## src/rtl/iterative_shift_unit_pkg.sv

```systemverilog
// ============================================================================
// Module  : iterative_shift_unit_pkg
// Brief   : Shared op encodings, FSM state type and width defaults for the
//           iterative shift unit.
// Revision: 1.0 - initial release
// ============================================================================
`default_nettype none

package iterative_shift_unit_pkg;

    localparam int c_WIDTH_DEFAULT = 32;

    localparam logic [1:0] c_SHIFT_SLL = 2'b00;
    localparam logic [1:0] c_SHIFT_SRL = 2'b01;
    localparam logic [1:0] c_SHIFT_RSV = 2'b10;
    localparam logic [1:0] c_SHIFT_SRA = 2'b11;

    typedef enum logic [1:0] {
        ST_IDLE = 2'd0,
        ST_BUSY = 2'd1,
        ST_DONE = 2'd2
    } state_t;

    // The reserved encoding falls through to SLL, so only SRL/SRA go right.
    function automatic logic op_is_right(input logic [1:0] op);
        return (op == c_SHIFT_SRL) || (op == c_SHIFT_SRA);
    endfunction

endpackage

`default_nettype wire

```

## src/rtl/iterative_shift_unit_stages.sv

```systemverilog
// ============================================================================
// Module  : my_1bit_rightshifter / my_1bit_leftshifter
// Brief   : Single-bit shift stages; control_bit is the bit shifted in.
// Revision: 1.0 - initial release
// ============================================================================
`default_nettype none

module my_1bit_rightshifter #(
    parameter int WIDTH = 32
) (
    input  logic             control_bit,
    input  logic [WIDTH-1:0] data_input,
    output logic [WIDTH-1:0] data_output
);

    assign data_output = (data_input >> 1) | {control_bit, {(WIDTH-1){1'b0}}};

endmodule

module my_1bit_leftshifter #(
    parameter int WIDTH = 32
) (
    input  logic             control_bit,
    input  logic [WIDTH-1:0] data_input,
    output logic [WIDTH-1:0] data_output
);

    assign data_output = (data_input << 1) | {{(WIDTH-1){1'b0}}, control_bit};

endmodule

`default_nettype wire

```

## src/rtl/iterative_shift_unit.sv

```systemverilog
// ============================================================================
// Module  : iterative_shift_unit
// Brief   : Multi-cycle shifter executing shamt single-bit steps per op,
//           with valid/ready handshakes on both sides.
// Revision: 1.0 - initial release
// ============================================================================
`default_nettype none

module iterative_shift_unit
    import iterative_shift_unit_pkg::*;
#(
    parameter int WIDTH   = c_WIDTH_DEFAULT,
    parameter int SHAMT_W = $clog2(WIDTH)
) (
    input  logic               clock,
    input  logic               reset,
    input  logic               flush,
    input  logic               in_valid,
    output logic               in_ready,
    input  logic [WIDTH-1:0]   data_in,
    input  logic [SHAMT_W-1:0] shamt,
    input  logic [1:0]         op,
    output logic               out_valid,
    input  logic               out_ready,
    output logic [WIDTH-1:0]   data_out,
    output logic               busy
);

    state_t             r_state;
    logic [WIDTH-1:0]   r_work;
    logic [WIDTH-1:0]   r_data_out;
    logic [SHAMT_W-1:0] r_count;
    logic [1:0]         r_op;
    logic               r_in_ready;
    logic               r_out_valid;
    logic               r_busy;

    logic               w_right_fill;
    logic [WIDTH-1:0]   w_right;
    logic [WIDTH-1:0]   w_left;
    logic [WIDTH-1:0]   w_step;
    logic               w_last_step;

    // SRL is an SRA step whose shifted-in bit is forced to zero.
    assign w_right_fill = (r_op == c_SHIFT_SRA) & r_work[WIDTH-1];

    my_1bit_rightshifter #(
        .WIDTH       (WIDTH)
    ) u_right (
        .control_bit (w_right_fill),
        .data_input  (r_work),
        .data_output (w_right)
    );

    my_1bit_leftshifter #(
        .WIDTH       (WIDTH)
    ) u_left (
        .control_bit (1'b0),
        .data_input  (r_work),
        .data_output (w_left)
    );

    assign w_step      = op_is_right(r_op) ? w_right : w_left;
    assign w_last_step = (r_count == SHAMT_W'(1));

    always_ff @(posedge clock) begin
        if (reset) begin
            r_state     <= ST_IDLE;
            r_work      <= '0;
            r_data_out  <= '0;
            r_count     <= '0;
            r_op        <= c_SHIFT_SLL;
            r_in_ready  <= 1'b1;
            r_out_valid <= 1'b0;
            r_busy      <= 1'b0;
        end else if (flush) begin
            // Result register is left alone; it is meaningless while out_valid is low.
            r_state     <= ST_IDLE;
            r_count     <= '0;
            r_in_ready  <= 1'b1;
            r_out_valid <= 1'b0;
            r_busy      <= 1'b0;
        end else begin
            case (r_state)
                ST_IDLE: begin
                    if (in_valid && r_in_ready) begin
                        r_work     <= data_in;
                        r_op       <= op;
                        r_count    <= shamt;
                        r_in_ready <= 1'b0;
                        r_busy     <= 1'b1;
                        if (shamt == '0) begin
                            r_state     <= ST_DONE;
                            r_data_out  <= data_in;
                            r_out_valid <= 1'b1;
                        end else begin
                            r_state <= ST_BUSY;
                        end
                    end
                end
                ST_BUSY: begin
                    r_work  <= w_step;
                    r_count <= r_count - SHAMT_W'(1);
                    if (w_last_step) begin
                        r_state     <= ST_DONE;
                        r_data_out  <= w_step;
                        r_out_valid <= 1'b1;
                    end
                end
                ST_DONE: begin
                    if (out_ready) begin
                        r_state     <= ST_IDLE;
                        r_out_valid <= 1'b0;
                        r_busy      <= 1'b0;
                        r_in_ready  <= 1'b1;
                    end
                end
                default: begin
                    r_state     <= ST_IDLE;
                    r_out_valid <= 1'b0;
                    r_busy      <= 1'b0;
                    r_in_ready  <= 1'b1;
                end
            endcase
        end
    end

    assign in_ready  = r_in_ready;
    assign out_valid = r_out_valid;
    assign busy      = r_busy;
    assign data_out  = r_data_out;

endmodule

`default_nettype wire
```

## config.mk

```make
export PLATFORM = sky130hd
export DESIGN_NAME = iterative_shift_unit
export DESIGN_NICKNAME = d
export VERILOG_FILES = /design/src/rtl/iterative_shift_unit_pkg.sv /design/src/rtl/iterative_shift_unit_stages.sv /design/src/rtl/iterative_shift_unit.sv
export SDC_FILE = /design/constraint.sdc
export NUM_CORES = 1
export LEC_CHECK = 0
export ABC_CLOCK_PERIOD_IN_PS = 4200
export CAP_MARGIN = 10
export CORE_MARGIN = 1.5
export CORE_UTILIZATION = 40
export CTS_BUF_LIST = sky130_fd_sc_hd__clkbuf_4 sky130_fd_sc_hd__clkbuf_8
export CTS_CLUSTER_SIZE = 28
export DETAILED_ROUTE_END_ITERATION = 8
export DONT_BUFFER_PORTS = 1
export GPL_ROUTABILITY_DRIVEN = 0
export GPL_TIMING_DRIVEN = 0
export PLACE_DENSITY_LB_ADDON = 0.25
export SETUP_SLACK_MARGIN = 0.3
export SYNTH_ARGS = -nofsm -noshare
export SYNTH_HDL_FRONTEND = slang
export SYNTH_HIERARCHICAL = 1
export SYNTH_SLANG_ARGS = --single-unit
```

## constraint.sdc

```tcl
create_clock -name clock -period 4.2 [get_ports clock]
set_input_delay 0.63 -clock clock [delete_from_list [all_inputs] [get_ports clock]]
set_output_delay 0.63 -clock clock [all_outputs]
set_load 0.01 [all_outputs]
```

After elaboration in Yosys (flattened, before gate mapping)

Cells that the tools add are included.

Flip-flop bits (word level): 76
Logic and storage cells: 59

Add/subtract/negate cells: 1
Equality and inequality tests: 9
Multiplexer cells: 24
Bitwise gates (word level): 4
Reduce and logical (&&, ||, !) cells: 13

Operators by type and width:

| kind                                                | number |
|---|---|
| two-way mux 32 bit                                  | 5 |
| case mux 32 bit (2 select lines)                    | 2 |
| bitwise OR 31 x 32 -> 32 bit                        | 1 |
| AND reduction 3 bit                                 | 4 |
| case mux 5 bit (2 select lines)                     | 1 |
| case mux 1 bit (3 select lines)                     | 3 |
| two-way mux 2 bit                                   | 4 |
| inequality test 2 bit, second input constant        | 4 |
| two-way mux 1 bit                                   | 7 |
| case mux 2 bit (3 select lines)                     | 1 |
| equality test 5 x 1 -> 1 bit, second input constant | 1 |
| logical NOT 5 bit                                   | 1 |
| two-way mux 5 bit                                   | 1 |
| AND reduction 5 bit                                 | 1 |
| subtractor 5 x 1 -> 5 bit, second input constant    | 1 |
| equality test 2 x 1 -> 1 bit, second input constant | 2 |
| equality test 2 bit, second input constant          | 2 |
| AND reduction 4 bit                                 | 1 |
| logical NOT 2 bit                                   | 1 |
| NOT 1 bit                                           | 2 |
| AND reduction 2 bit                                 | 1 |
| nonzero test 2 bit                                  | 1 |
| OR reduction 2 bit                                  | 1 |
| AND 1 bit                                           | 1 |
| other kinds (2)                                     | 2 |

Depth between registers and ports, before layout

Gate-level depths: netlist of the first run.

Depth after elaboration: 6
Gate-level depth with buffers: 8

Modules after synthesis

Netlist of the first run, hierarchy kept.

By module, submodules not included:

| module               | times used | cells each | area an instance (um^2) | sequential area each (um^2) |
|---|---|---|---|---|
| iterative_shift_unit | 1          | 440        | 3761.1                  | 1521.5 |
| my_1bit_leftshifter  | 1          | 32         | 240.2                   | 0.0 |
| my_1bit_rightshifter | 1          | 32         | 240.2                   | 0.0 |

Least setup slack after synthesis of the first run

OpenSTA, ideal clock, no wires.

Kind: input to register
Start point: in shamt[2]
End point: reg r_data_out[11], in the netlist data_out[11]
Library setup time: 70 ps
Arrival: 1914 ps
Required time: 4130 ps
Path slack: 2216 ps
Stages on the path: 5
Buffers on the path: 1
Path through: or4_1 > o21ai_1 > buf_2 > nand4_1 > a21oi_1

Longest elaborated chain between the ends: 3

Ends and longest elaborated chain:

| element                         | line                        | source |
|---|---|---|
| start, declared                 | iterative_shift_unit.sv:21  | `input logic [SHAMT_W-1:0] shamt,` |
| logical NOT 5 bit               | iterative_shift_unit.sv:92  | `if (shamt == '0) begin` |
| inequality test 2 bit (no line) | -                           |  |
| AND reduction 5 bit (no line)   | -                           |  |
| end signal, assigned            | iterative_shift_unit.sv:94  | `r_data_out <= data_in;` |
| end signal, assigned            | iterative_shift_unit.sv:106 | `r_data_out <= w_step;` |
| end, declared                   | iterative_shift_unit.sv:31  | `logic [WIDTH-1:0] r_data_out;` |

Every way passes these cells.
A chain may end at the register's enable or synchronous reset.

Worst setup path after layout of the first run

Start point: reg r_count[0]
End point: reg r_data_out[27], in the netlist data_out[27]

Longest elaborated chain between the ends: 3

Ends and longest elaborated chain:

| element                         | line                        | source |
|---|---|---|
| start, declared                 | iterative_shift_unit.sv:32  | `logic [SHAMT_W-1:0] r_count;` |
| start signal, assigned          | iterative_shift_unit.sv:89  | `r_count <= shamt;` |
| start signal, assigned          | iterative_shift_unit.sv:103 | `r_count <= r_count - SHAMT_W'(1);` |
| equality test 5 x 1 -> 1 bit    | iterative_shift_unit.sv:64  | `assign w_last_step = (r_count == SHAMT_W'(1));` |
| inequality test 2 bit (no line) | -                           |  |
| AND reduction 5 bit (no line)   | -                           |  |

Every way passes these cells.

==> flow_summary.yaml, run 1 <==
die:
  coreArea_mm2: 0.0103
  die-area_mm2: 0.0112
  ioPinCount: 79
  dieHeight_um: 106
  initial_core_util_pct: 41.1
  chipWidth_um: 106
  rows: 37
sta:
  hold_ws_ns: 0.372
  finalCritPeriodShare_pct: 52.4
  worstMarginPinSlew_ns: 0.652
  rsz0062_at_grt: "false"
  hold_viol_final: 0
  relSlewSlack_pct: 56.2
  min_period_ns: 2.20
  fmax_mhz: 454
  skew_ns: 0.0137
  drv_slew: 0
  setup_viol: 0
  final.setup.tns_ns: 0
clock_network:
  htreeDepth: 3
  cts_hold_buf: 0
  clock_sinks: 76
  cts_buffers: 9
  clock_latency_ns: 0.36
  path_clk_slew_ns: 0.08
  cts-resized-gates: 0
  clockBufferDepth: 2
  cts_tree: "done"
  clk_root_buffer_cell: "clkbuf_8"
  post-cts-setup-buffer-count: 0
route:
  drc: 0
  via_per_inst: 5.23
  ant_nets: 0
  first_pass_iters: 4
  drtIter0Drc: 130
  wl_per_cell_um: 16.4
  vias: 3434
  routed_wl_um: 10800
pwr:
  power_density_mw_per_mm2: 371
  leakage_nw: 1.76
  power_w: 0.00173
  peakVddDrop_v: 0.000179
final_layout:
  layout.area.seq_mm2: 0.00152
  area_growth_pct: 9.73
  multiInputGateArea_mm2: 0.00203
  fill_cells: 1019
  utilization_pct: 45.1
  stdcell_count: 657
  drive_above_1_share_pct: 30.6
  layout.nets: 561
critical_path:
  critPathMaxStageDelay_ns: 0.58
  endpoint_kind: "flip-flop"
  startpoint_type: "flip-flop"
  critPathKind: "reg -> reg"
  crit_chain: "ha_1 -> or4b_1 -> a2111o_1 -> buf_6 -> o21ai_1 -> a21oi_1"
  cp_data_required_time_ns: 4.41
  arrival_ns: 2.42
  path_max_fanout: 10
  cp_slowest_cell: "a2111o_1"
global_route:
  track_usage_pct: 20.0
  overflow: 0
  grt_max_degree: 13
  antenna_found_initial: 2
  grt_pass1_wl_um: 17600
  grt_pass1_vias: 3406
placement:
  port_buffers: 0
  dpl.hpwl_um: 7680
  dp.cells: 640
outcome:
  status: "finished, final reports clean"
synth:
  synthArstFlopShare_pct: 0
  syn_area_mm2: 0.00424
  synth_edf_count: 0
  ys_seq_area_share_pct: 35.9
  yosys_warnings: 6
  synthCells: 504
  ys_ff_latch: 76
  synthFlopType: "dfxtp_1"
  synth.distinct_cells: 38
  synth_nets: 550
  avgSynthCellArea_um2: 8.42
job:
  max-cap-violations: 0
hold_path:
  hold_path_class: "in -> reg"
==> cells in the mapped netlist (2+ instances only) <==
master     n  area, um2
a211oi_1   2       15.0
a21oi_1   72        360
a221oi_1   2       17.5
buf_1      4       15.0
buf_2     10       50.1
buf_4     64        480
buf_6      3       33.8
clkbuf_1  24       90.1
dfxtp_1   76       1520
ha_1       2       25.0
inv_1      5       18.8
mux2_2    64        721
mux2i_1    2       20.0
nand2_1   70        263
nand3_1    3       15.0
nand4_1   32        200
nor2_1     7       26.3
nor3_1     2       10.0
o21a_1     2       15.0
o21ai_0    7       35.0
o21ai_1   31        155
o221ai_1   2       17.5
or2_2      2       12.5
xor2_1     2       17.5
==> per-stage QoR <==
step	cell area, um2	worst slack (ns)
floorplan	4240	2.22
global placement	4410	1.89
detailed placement	4410	1.88
CTS	4650	2.02
global route	4650	1.84
finish	4650	2.00
==> placed cells by master, fill, tap and decap left out, drive strengths merged, types with 5 or more instances in the layout <==
master  synthesis  layout
clkbuf         24      34
o21ai          38      38
mux2           64      64
dfxtp          76      76
nand4          32      32
nand2          70      70
buf            81      81
nor2            7       7
a21oi          72      72
inv             5       5
==> worst max-delay path: cells and delay by family (launching register included) <==
kind,cells,cell delay (ns)
adder cells (fa/ha/maj),1,0.17
flip-flops,1,0.40
AO/OA/AOI/OAI,3,0.80
AND/OR/NAND/NOR,1,0.49
buffers and inverters,1,0.20
==> worst paths after layout <==
path,start,end,slack [ns],cells after the start
max reg2reg,r_count[0],data_out[27],2.00,6
min,out_ready,r_state[1],0.37,1
min reg2reg,r_work[31],r_work[31],0.47,2
max,r_count[0],data_out[27],2.00,6
==> state kept, by name, summed over array words and instances, names as in the netlist <==
| signal | count |
|---|---|
| in_ready | 1 |
| r_state | 2 |
| data_out | 32 |
| r_op | 2 |
| busy | 1 |
| out_valid | 1 |
| r_count | 5 |
| r_work | 32 |
==> area by class of cell <==
class                           count  share of cell area (%)
Buffer                            105                    14.4
Multi-Input combinational cell    318                    43.7
Clock inverter                      5                    2.15
Inverter                            5                   0.403
Antenna cell                        2                   0.108
Clock buffer                       10                    2.96
Tap cell                          136                    3.66
Sequential cell                    76                    32.7
==> routing by layer <==
metal  vias up  wire length, um  GRT usage, %
met1      1607             4750          24.7
met5         -               12             0
li1       1729                -             -
met3        15              842          7.36
met2        81             5020          32.9
met4         2              140          5.12
==> cell families after synthesis <==
group | after synthesis | share of synthesized area [%]
DFF | 76 | 35.9
buffers and inverters | 110 | 16.2
and+or+nand+nor | 125 | 14.0
muxes | 66 | 17.5
xor gates and xnor gates | 2 | 0.413
other | 1 | 0.0884
AOI/OAI and AO/OA | 122 | 15.4
adders and majority gates | 2 | 0.590
==> report_power, final <==
part	switching [W]	leakage, nW	internal (W)
logic	0.000147	1.02	0.000126
registers	0.0000251	0.618	0.000749
clock network	0.000276	0.122	0.000406
total	0.000447	1.76	0.00128
Note: power is estimated with default switching activity, not from simulation.
==> run 2, diff against run 1 <==
--- a/config.mk
+++ b/config.mk
@@ -5,7 +5,8 @@
 export SDC_FILE = /design/constraint.sdc
 export NUM_CORES = 1
 export LEC_CHECK = 0
-export ABC_CLOCK_PERIOD_IN_PS = 4200
+export ABC_AREA = 1
+export ABC_CLOCK_PERIOD_IN_PS = 2050
 export CAP_MARGIN = 10
 export CORE_MARGIN = 1.5
 export CORE_UTILIZATION = 40
==> constraint.sdc (replaced) <==
create_clock -name clock -period 2.05 [get_ports clock]
set_input_delay 0.3075 -clock clock [delete_from_list [all_inputs] [get_ports clock]]
set_output_delay 0.3075 -clock clock [all_outputs]
set_load 0.01 [all_outputs]
==> flow_summary.yaml, run 2 <==
outcome:
  status: "finished, final reports clean"
critical_path:
  startpoint_type: "flip-flop"
  r2r-end: "data_out[30]"
  worstPathBufferInverterCount: 3
  arrival_ns: 1.90
  critPathKind: "reg -> reg"
  path_max_fanout: 10
  cp_data_required_time_ns: 2.34
  crit_family: "buffers and inverters"
  rrSetupSlack_ns: 0.44
  rr_worst_depth: 8
  worstReg2RegStart: "r_state[1]"
  endpoint_kind: "flip-flop"
  critPathMaxStageDelay_ns: 0.40
  cp_slowest_cell: "dfxtp_1"
  crit_chain: "inv_2 -> nand2_1 -> buf_2 -> buf_2 -> a21oi_1 -> a21oi_1 -> nor2_2 -> nor2_1"
final_layout:
  stdcell_count: 808
  area_growth_pct: 11.8
  drive_above_1_share_pct: 17.3
  layout.nets: 713
  layout_common_cells: "nor2_1, nand2_1, a21oi_1, dfxtp_1, buf_4"
  fill_cells: 1090
  final_common_cell: "nor2_1"
  antenna_cells: 0
placement:
  port_buffers: 0
  dpl.hpwl_um: 7500
  dp.cells: 788
synth:
  yosys_warnings: 6
  synth_top_cell_by_area: "dfxtp_1"
  ys_seq_area_share_pct: 36.5
  synth_top_area_share_pct: 36.5
  synth_area_leaders: "dfxtp_1, nor2_1, buf_4, nand2_1, a21oi_1"
  synthCells: 652
  synthFlopType: "dfxtp_1"
  yosysMostFrequentCell: "nor2_1"
  synth_nets: 698
  synth_edf_count: 0
  avgSynthCellArea_um2: 6.40
  syn_area_mm2: 0.00417
  synth.distinct_cells: 22
  yosys-top-cells-count: "nor2_1, nand2_1, a21oi_1, dfxtp_1, buf_4"
  ys_ff_latch: 76
  synthArstFlopShare_pct: 0
pwr:
  leakage_nw: 2.21
  power_density_mw_per_mm2: 790
  power_w: 0.00368
  peakVddDrop_v: 0.000353
die:
  die-area_mm2: 0.0111
  dieHeight_um: 105
  ioPinCount: 79
  chipWidth_um: 105
  initial_core_util_pct: 40.8
  rows: 37
  coreArea_mm2: 0.0102
sta:
  fmax_mhz: 619
  setup_viol: 0
  skew_ns: 0.00813
  hold_viol_final: 0
  final.setup.tns_ns: 0
  worstMarginPinSlew_ns: 0.534
  relSlewSlack_pct: 64.4
  finalCritPeriodShare_pct: 78.7
  min_period_ns: 1.61
  drv_slew: 0
  rsz0062_at_grt: "false"
hold_path:
  holdPathStages: 2
  min-delay-start: "in_valid"
  min_to: "busy"
  hold_path_class: "in -> reg"
global_route:
  overflow: 0
  grt_pass1_wl_um: 17400
  grt_pass1_vias: 3617
  track_usage_pct: 19.9
  antenna_found_initial: 1
  grt_max_degree: 13
route:
  ant_nets: 0
  routed_wl_um: 10500
  drtIter0Drc: 204
  wl_per_cell_um: 13.1
  vias: 3798
  via_per_inst: 4.70
  drc: 0
  first_pass_iters: 4
clock_network:
  cts_tree: "done"
  path_clk_slew_ns: 0.08
  clock_latency_ns: 0.35
  clock_sinks: 76
  clockBufferDepth: 2
  clk_root_buffer_cell: "clkbuf_8"
  cts_hold_buf: 0
  cts_buffers: 9
  htreeDepth: 3
job:
  max-cap-violations: 0
run 2: cell types whose count changed in the layout (fill, tap and decap cells not counted), moves of 31 or more:
cell	before	now
nor2_1	7	167
mux2_2	64	0
nand2_1	70	121
inv_1	5	48
o21ai_0	7	40
o21ai_1	31	0
run 2: layer usage:
metal	track usage, %	wire, um	vias up
met4	5.77	144	2
met2	32.7	4870	69
met5	0	12	-
li1	-	-	1986
met3	6.11	665	14
met1	24.9	4860	1727
run 2: worst max path at each step:
stage          startpoint            to  slack (ns)  cells past startpoint
4_1_cts           r_op[0]  data_out[31]        0.27                      9
2_1_floorplan     r_op[0]  data_out[31]        0.58                      9
3_3_place_gp      r_op[0]  data_out[31]        0.22                      9
6_report       r_state[1]  data_out[30]        0.44                      8
3_5_place_dp      r_op[0]  data_out[31]        0.25                      9
5_1_grt        r_state[0]   data_out[5]        0.30                      8
run 2: repair_timing:
action,CTS,global route
setup endpoints to repair,10,60
gates resized for setup,3,19
pin swaps,1,1
setup buffers,2,2
run 2: layout make-up:
class                           count  area [um2]  area share, %
Inverter                           51         191           4.11
Clock inverter                      3        67.6           1.45
Buffer                             98         662           14.2
Clock buffer                       13         173           3.70
Sequential cell                    76        1520           32.6
Timing Repair Buffer                4        42.5          0.913
Tap cell                          136         170           3.65
Multi-Input combinational cell    427        1830           39.3
run 2: kinds of logic after synthesis:
family	count (synthesis)	share of synthesized area, %
simple gates	305	28.3
buf+inv	149	19.9
compound gates	119	14.7
flops	76	36.5
fa+ha+maj	2	0.600
other cells	1	0.0899
run 2: metrics by stage:
step           util [%]  cell area [um2]  worst slack (ns)  hold WS [ns]
2_1_floorplan         -             4170             0.582         0.424
3_3_place_gp       42.4             4340             0.221         0.455
3_5_place_dp       42.4             4340             0.245         0.459
4_1_cts            45.2             4620             0.266         0.102
5_1_grt            45.6             4660             0.298         0.121
6_report           45.6             4660             0.436         0.121
run 2: power by group:
group / switching [W] / total [W] / internal (W)
Clock: 0.000566 / 0.00137 / 0.000800
Combinational: 0.000362 / 0.000660 / 0.000299
Sequential: 0.0000811 / 0.00166 / 0.00157
Total: 0.00101 / 0.00368 / 0.00267
